`src/rtl/accum_pkg.sv`:
```
// Shared constants and the buffered sample record for the accumulator sample buffer.
package accum_pkg;
  localparam int ACC_WIDTH = 4;
  localparam int ACC_DEPTH = 4;

  typedef struct packed {
    logic                 wrap;
    logic [ACC_WIDTH-1:0] sum;
  } sample_t;
endpackage

```
`src/rtl/sample_fifo.sv`:
```
// Sample storage: DEPTH-entry circular buffer with occupancy count.
module sample_fifo
  import accum_pkg::*;
#(
  parameter int DW    = $bits(sample_t),
  parameter int DEPTH = ACC_DEPTH
) (
  input  logic                     clk,
  input  logic                     rst_n,
  input  logic                     push,
  input  logic [DW-1:0]            wdata,
  input  logic                     pop,
  output logic [DW-1:0]            rdata,
  output logic [$clog2(DEPTH):0]   count
);
  localparam int AW = $clog2(DEPTH);
  localparam int CW = AW + 1;

  logic [DEPTH-1:0][DW-1:0] mem_q, mem_d;
  logic [AW-1:0]            wr_ptr_q, wr_ptr_d, rd_ptr_q, rd_ptr_d;
  logic [CW-1:0]            count_q, count_d;

  // Power-of-two depth lets the pointers wrap by plain overflow.
  always_comb begin
    mem_d    = mem_q;
    wr_ptr_d = wr_ptr_q;
    rd_ptr_d = rd_ptr_q;
    count_d  = count_q;
    if (push) begin
      mem_d[wr_ptr_q] = wdata;
      wr_ptr_d        = wr_ptr_q + 1'b1;
    end
    if (pop) rd_ptr_d = rd_ptr_q + 1'b1;
    case ({push, pop})
      2'b10:   count_d = count_q + 1'b1;
      2'b01:   count_d = count_q - 1'b1;
      default: count_d = count_q;
    endcase
  end

  always_ff @(posedge clk or negedge rst_n) begin
    if (!rst_n) begin
      mem_q    <= '0;
      wr_ptr_q <= '0;
      rd_ptr_q <= '0;
      count_q  <= '0;
    end else begin
      mem_q    <= mem_d;
      wr_ptr_q <= wr_ptr_d;
      rd_ptr_q <= rd_ptr_d;
      count_q  <= count_d;
    end
  end

  assign rdata = mem_q[rd_ptr_q];
  assign count = count_q;
endmodule

```
`src/rtl/accum_sample_buffer.sv`:
```
// Captures Data+RegSum samples into a FIFO and tracks drop / wrap statistics.
module accum_sample_buffer
  import accum_pkg::*;
#(
  parameter int WIDTH = ACC_WIDTH,
  parameter int DEPTH = ACC_DEPTH
) (
  input  logic                   Clock,
  input  logic                   Reset,
  input  logic [WIDTH-1:0]       Data,
  input  logic [WIDTH-1:0]       RegSum,
  input  logic                   SampleEn,
  input  logic                   ClearStat,
  input  logic                   OutReady,
  output logic                   OutValid,
  output logic [WIDTH-1:0]       OutSum,
  output logic                   OutWrap,
  output logic [$clog2(DEPTH):0] Count,
  output logic                   Overflow,
  output logic [7:0]             WrapCount
);
  localparam int CW = $clog2(DEPTH) + 1;
  localparam logic [CW-1:0] FULL = CW'(DEPTH);

  // Same layout as sample_t, but sized by this instance's WIDTH.
  typedef struct packed {
    logic             wrap;
    logic [WIDTH-1:0] sum;
  } samp_t;

  samp_t samp, head;
  logic  push, pop, drop;
  logic  overflow_q, overflow_d;
  logic [7:0] wrap_cnt_q, wrap_cnt_d;

  assign samp = {1'b0, Data} + {1'b0, RegSum};
  assign pop  = OutValid & OutReady;
  assign push = SampleEn & ((Count != FULL) | pop);
  assign drop = SampleEn & ~push;

  sample_fifo #(.DW($bits(samp_t)), .DEPTH(DEPTH)) u_fifo (
    .clk   (Clock),
    .rst_n (Reset),
    .push  (push),
    .wdata (samp),
    .pop   (pop),
    .rdata (head),
    .count (Count)
  );

  // Clear wins over a same-cycle drop or wrap push.
  always_comb begin
    overflow_d = overflow_q | drop;
    wrap_cnt_d = wrap_cnt_q;
    if (push && samp.wrap && wrap_cnt_q != 8'hFF) wrap_cnt_d = wrap_cnt_q + 8'd1;
    if (ClearStat) begin
      overflow_d = 1'b0;
      wrap_cnt_d = 8'd0;
    end
  end

  always_ff @(posedge Clock or negedge Reset) begin
    if (!Reset) begin
      overflow_q <= 1'b0;
      wrap_cnt_q <= 8'd0;
    end else begin
      overflow_q <= overflow_d;
      wrap_cnt_q <= wrap_cnt_d;
    end
  end

  assign OutValid  = (Count != '0);
  assign OutSum    = head.sum;
  assign OutWrap   = head.wrap;
  assign Overflow  = overflow_q;
  assign WrapCount = wrap_cnt_q;
endmodule
```
`config.mk`:
```
export PLATFORM = sky130hd
export DESIGN_NAME = accum_sample_buffer
export DESIGN_NICKNAME = d
export VERILOG_FILES = /design/src/rtl/accum_pkg.sv /design/src/rtl/sample_fifo.sv /design/src/rtl/accum_sample_buffer.sv
export SDC_FILE = /design/constraint.sdc
export NUM_CORES = 1
export LEC_CHECK = 0
export BUFFER_PORTS_ARGS = -buffer_cell sky130_fd_sc_hd__buf_2
export CAP_MARGIN = 20
export CORE_MARGIN = 4
export CORE_UTILIZATION = 55
export DETAILED_ROUTE_END_ITERATION = 12
export PLACE_DENSITY_LB_ADDON = 0.25
export SLEW_MARGIN = 0
export SYNTH_ARGS = -nofsm -noshare
export SYNTH_HDL_FRONTEND = slang
export SYNTH_SLANG_ARGS = --single-unit
```
`constraint.sdc`:
```
create_clock -name Clock -period 2.9 [get_ports Clock]
set_input_delay 0.29 -clock Clock [delete_from_list [all_inputs] [get_ports Clock]]
set_output_delay 0.29 -clock Clock [all_outputs]
set_load 0.03 [all_outputs]
```
==> results of run 1 <==
-- critical path: stages, from the launching register on --
cell,delay [ns]
dfrtp_1,0.44
or4b_1,0.70
and2_2,0.29
inv_1,0.06
ha_1,0.17
inv_1,0.06
fa_1,0.37
xor2_1,0.15
nor2_1,0.11
xor2_1,0.16
-- per-stage QoR --
stage | worst slack, ns | cells | instance area, sq um
after global routing | 0.138 | 235 | 2150
after floorplan | 0.386 | 157 | 1920
after detailed placement | 0.347 | 228 | 2090
after global placement | 0.419 | 228 | 2090
after CTS | 0.321 | 235 | 2150
final | 0.330 | 235 | 2150
-- power by group --
part | switching [uW] | internal, uW
Clock | 158 | 137
Sequential | 142 | 694
Combinational | 474 | 406
Total | 774 | 1240
-- cell type report --
cell class | instances | area (sq um)
Multi-Input combinational cell | 104 | 933
Inverter | 12 | 45.0
Clock buffer | 7 | 65.1
Fill cell | 286 | 1210
Tap cell | 46 | 57.6
Timing Repair Buffer | 30 | 150
Sequential cell | 36 | 901
-- cell families (layout without fill, tap and decap cells) --
logic type                 Yosys count  after routing
and+or+nand+nor                     37             37
DFF                                 36             36
muxes                               22             22
xor gates and xnor gates             8              8
adders and majority gates           12             12
AOI/OAI and AO/OA                   25             25
buffers and inverters               17             49
-- worst paths after layout --
kind	startpoint	end	slack [ns]	cells past startpoint
worst max-delay path	u_fifo.count[0]	u_fifo.count[2]	0.33	9
worst min-delay path	Reset	u_fifo.mem_q[0]	0.01	1
worst max register to register	u_fifo.count[0]	u_fifo.count[2]	0.33	9
worst min register to register	u_fifo.mem_q[1]	u_fifo.mem_q[1]	0.49	2
max in group asynchronous	Reset	WrapCount[2]	2.39	1
min in group Clock	ClearStat	WrapCount[2]	0.25	2
-- registers in the layout (all words and copies together), names as in the netlist --
name	flops
Overflow	1
WrapCount	8
u_fifo.count	3
u_fifo.mem_q	20
u_fifo.rd_ptr_q	2
u_fifo.wr_ptr_q	2
-- placed cells by master, fill, tap and decap left out, types with 2 or more instances in the layout --
master,synthesis,routed
mux2_2,16,16
clkbuf_4,0,5
nand3_1,7,7
xnor2_1,5,5
inv_1,12,12
clkbuf_8,0,2
xor2_1,3,3
nor2_1,5,5
or2_2,2,2
fa_1,2,2
o31ai_1,4,4
ha_1,10,10
o21ai_0,6,6
mux4_2,5,5
dfrtp_1,36,36
or4_1,3,3
buf_2,0,30
nand2_1,7,7
a21oi_1,6,6
or3_2,4,4
-- per-layer routing --
layer	GRT usage	up-vias
met5	0	-
met4	0.0911	0
met3	0.0489	5
met2	0.288	28
met1	0.232	627
li1	-	627
==> metrics.yaml, run 1 <==
synth-edff-count: 0
num_rows: 21
async_reset_ff_frac: 1.00
synth_compound_area_frac: 0.0931
cp.required_ns: 3.17
hold_viol: 0
io_pins: 31
startpoint_type: "flip-flop"
fin_crit_sh: 0.886
ys_types: 40
synth-seq-cells: 36
chipWidth_um: 67.1
vdd_drop_max_uv: 472
synth_commonest_cells: "36 x dfrtp_1, 16 x mux2_2, 12 x inv_1"
ys_seq_area_frac: 0.469
syn_inst: 157
synthFlopType: "dfrtp_1"
overflow: 0
fmax_ghz: 0.389
hold_slack_ns: 0.00971
cts_setup_buffers: 0
drv_slew: 0
finClkSkew_ns: 0.00992
power_uw: 2010
netlist.area_leader.share: 0.469
vias_per_cell: 5.48
drv_cap: 0
die-area_sq_um: 4500
utilization: 0.640
worst_pin_slew_ns: 0.768
path_clk_slew_ns: 0.10
cts_root_buf: "clkbuf_4"
gp_congestion: 0.819
hold_buffers: 0
htree_levels: 2
worstPathMaxFanout: 7
muxShareOfSynthArea: 0.158
wl_met3_um: 176
drt.antenna.violating_nets: 0
finalSetupTns_ns: 0
critPathKind: "reg -> reg"
hpwl_um: 2670
synthTopCellsByArea: "dfrtp_1 47%, mux2_2 9.4%, ha_1 6.5%, mux4_2 5.9%, inv_1 2.3%"
worst_setup_path_end_kind: "flip-flop"
synth_warnings: 0
synth-simple-area-share: 0.113
drcViolationCount: 0
grt_pass1_wl_um: 5980
p_leak_uw: 0.00100
synth.most_common_cell: "dfrtp_1"
start_util: 0.571
avgRoutedWirePerCell_um: 15.2
insertion_delay_ns: 0.34
syn_to_final_growth_pct: 12.0
status: "completed"
drt-total-wl_um: 3580
fin_crit_ns: 2.57
routed.top_layer: "met4"
arrival_ns: 2.84
antenna_found_initial: 0
grt_max_degree: 37
wl_met2_um: 1760
nets: 214
synth_top_family_by_area: "multiplexers"
syn_nets: 182
synth.avg_cell_area_sq_um: 12.2
portBuffers: 30
wl_met1_um: 1590
yosysTopAreaCell: "dfrtp_1"
dr_total_vias: 1287
synth_area_sq_um: 1920
synth-xor-area-share: 0.0365
core_sq_um: 3360
drt_iter0_markers: 57
ctsResizeCount: 0
max_slew_margin: 0.488
grt_pass1_vias: 1289
power_density_nw_per_um2: 935
drive_gt1_frac: 0.365
rsz0062_at_grt: "false"
track_usage: 0.183
cts_tree: "done"
synth_adder_area_share: 0.0859
cts_buffer_depth: 2
cts_inserted_buffers: 5
holdCritPathClass: "in -> async"
clkSinkCount: 36
fp.dieH_um: 67.1
diodes: 0
firstDrtPassIters: 4
finalSetupViolCount: 0
Note: power is estimated with default switching activity, not from simulation.
==> run 2: changes to the inputs <==
==> constraint.sdc (replaced) <==
create_clock -name Clock -period 2.8 [get_ports Clock]
set_input_delay 0.84 -clock Clock [delete_from_list [all_inputs] [get_ports Clock]]
set_output_delay 0.84 -clock Clock [all_outputs]
set_load 0.03 [all_outputs]
==> metrics.yaml, run 2 (synthesis gave the netlist of run 1 again) <==
worstSetupStartpoint: "u_fifo.rd_ptr_q[0]"
avgRoutedWirePerCell_um: 15.5
worst_setup_path_end_kind: "primary output"
path_clk_slew_ns: 0.10
worst_pin_slew_ns: 0.792
core_sq_um: 3360
status: "completed"
fin_ws_ns: 0.226
fp.dieH_um: 67.1
fmax_ghz: 0.388
insertion_delay_ns: 0.34
cts_root_buf: "clkbuf_4"
antenna_found_initial: 0
drv_cap: 0
p_leak_uw: 0.00102
utilization: 0.649
holdCritPathClass: "reg -> reg"
cts_buffer_depth: 2
worstPathMaxFanout: 7
fin_crit_sh: 0.919
arrival_ns: 1.73
grt_pass1_vias: 1322
rsz0062_at_grt: "false"
holdCritStartpoint: "u_fifo.mem_q[6]"
syn_to_final_growth_pct: 13.5
hold_buffers: 0
cts_tree: "done"
chipWidth_um: 67.1
critPathKind: "reg -> out"
cp.required_ns: 1.96
place_area_sq_um: 2120
diodes: 0
num_rows: 21
die-area_sq_um: 4500
drcViolationCount: 0
layout_common_cells: "36 x dfrtp_1, 30 x buf_2, 16 x mux2_2"
max_slew_margin: 0.472
dp_slack_ns: -0.0352
io_pins: 31
dr_total_vias: 1329
vdd_drop_max_uv: 643
start_util: 0.571
drv_slew: 0
hold_slack_ns: 0.491
finalSetupViolCount: 0
vias_per_cell: 5.56
drt_iter0_markers: 76
largest_reg_flops: 20
largest_register: "u_fifo.mem_q"
finalSetupTns_ns: 0
grt_max_degree: 37
clkSinkCount: 36
num-fill-cells: 292
track_usage: 0.191
portBuffers: 30
grt_pass1_wl_um: 6220
startpoint_type: "flip-flop"
hpwl_um: 2740
drt-total-wl_um: 3710
power_density_nw_per_um2: 966
worstReg2RegStart: "u_fifo.count[0]"
final_common_cell: "dfrtp_1"
ctsResizeCount: 0
overflow: 0
cts_setup_buffers: 0
finish.instance_area_sq_um: 2180
cts_inserted_buffers: 5
finClkSkew_ns: 0.00601
drt.antenna.violating_nets: 0
hold_viol: 0
htree_levels: 2
fin_crit_ns: 2.57
nets: 218
firstDrtPassIters: 4
drive_gt1_frac: 0.378
gp_congestion: 0.807
## run 2: cell types whose count changed in the layout (fill, tap and decap cells not counted)
cell,before,now
buf_4,0,4
## run 2: metal layers
metal / share of wire / GRT usage / vias up
met1: 0.45 / 0.253 / 648
met2: 0.47 / 0.293 / 34
li1: - / - / 639
met3: 0.052 / 0.0438 / 8
met5: 0 / 0 / -
met4: 0.022 / 0.0987 / 0
## run 2: worst max-delay path, cell delays in order (launching register included)
cell	delay, ns
dfrtp_1	0.63
mux4_2	0.57
buf_2	0.19
## run 2: layout make-up
cell class	instances	area, sq um	area share
inverter	12	45.0	0.0206
sequential	36	901	0.413
tap	46	57.6	0.0264
clock buffer	7	65.1	0.0298
multi-input combinational	104	933	0.428
timing repair buffer	34	180	0.0826
## run 2: power by group
group          internal, uW  switching, uW
Combinational           429            496
Sequential              719            153
Clock                   142            168
## run 2: through the flow
| step | std cells | total power (uW) |
|---|---|---|
| after global routing | 239 | 2240 |
| after CTS | 239 | 2130 |
| after global placement | 232 | 1770 |
| after floorplan | 157 | 1580 |
| after detailed placement | 232 | 1820 |
| final | 239 | 2110 |
## run 2: worst paths after layout
kind / slack, ns / endpoint / cells after the start
worst min-delay path: 0.49 / u_fifo.mem_q[6] / 2
worst max register to register: 0.44 / u_fifo.count[2] / 9
worst min register to register: 0.49 / u_fifo.mem_q[6] / 2
worst max-delay path: 0.23 / OutWrap / 2
max in group asynchronous: 1.73 / u_fifo.mem_q[16] / 1
min in group asynchronous: 0.57 / u_fifo.count[1] / 1
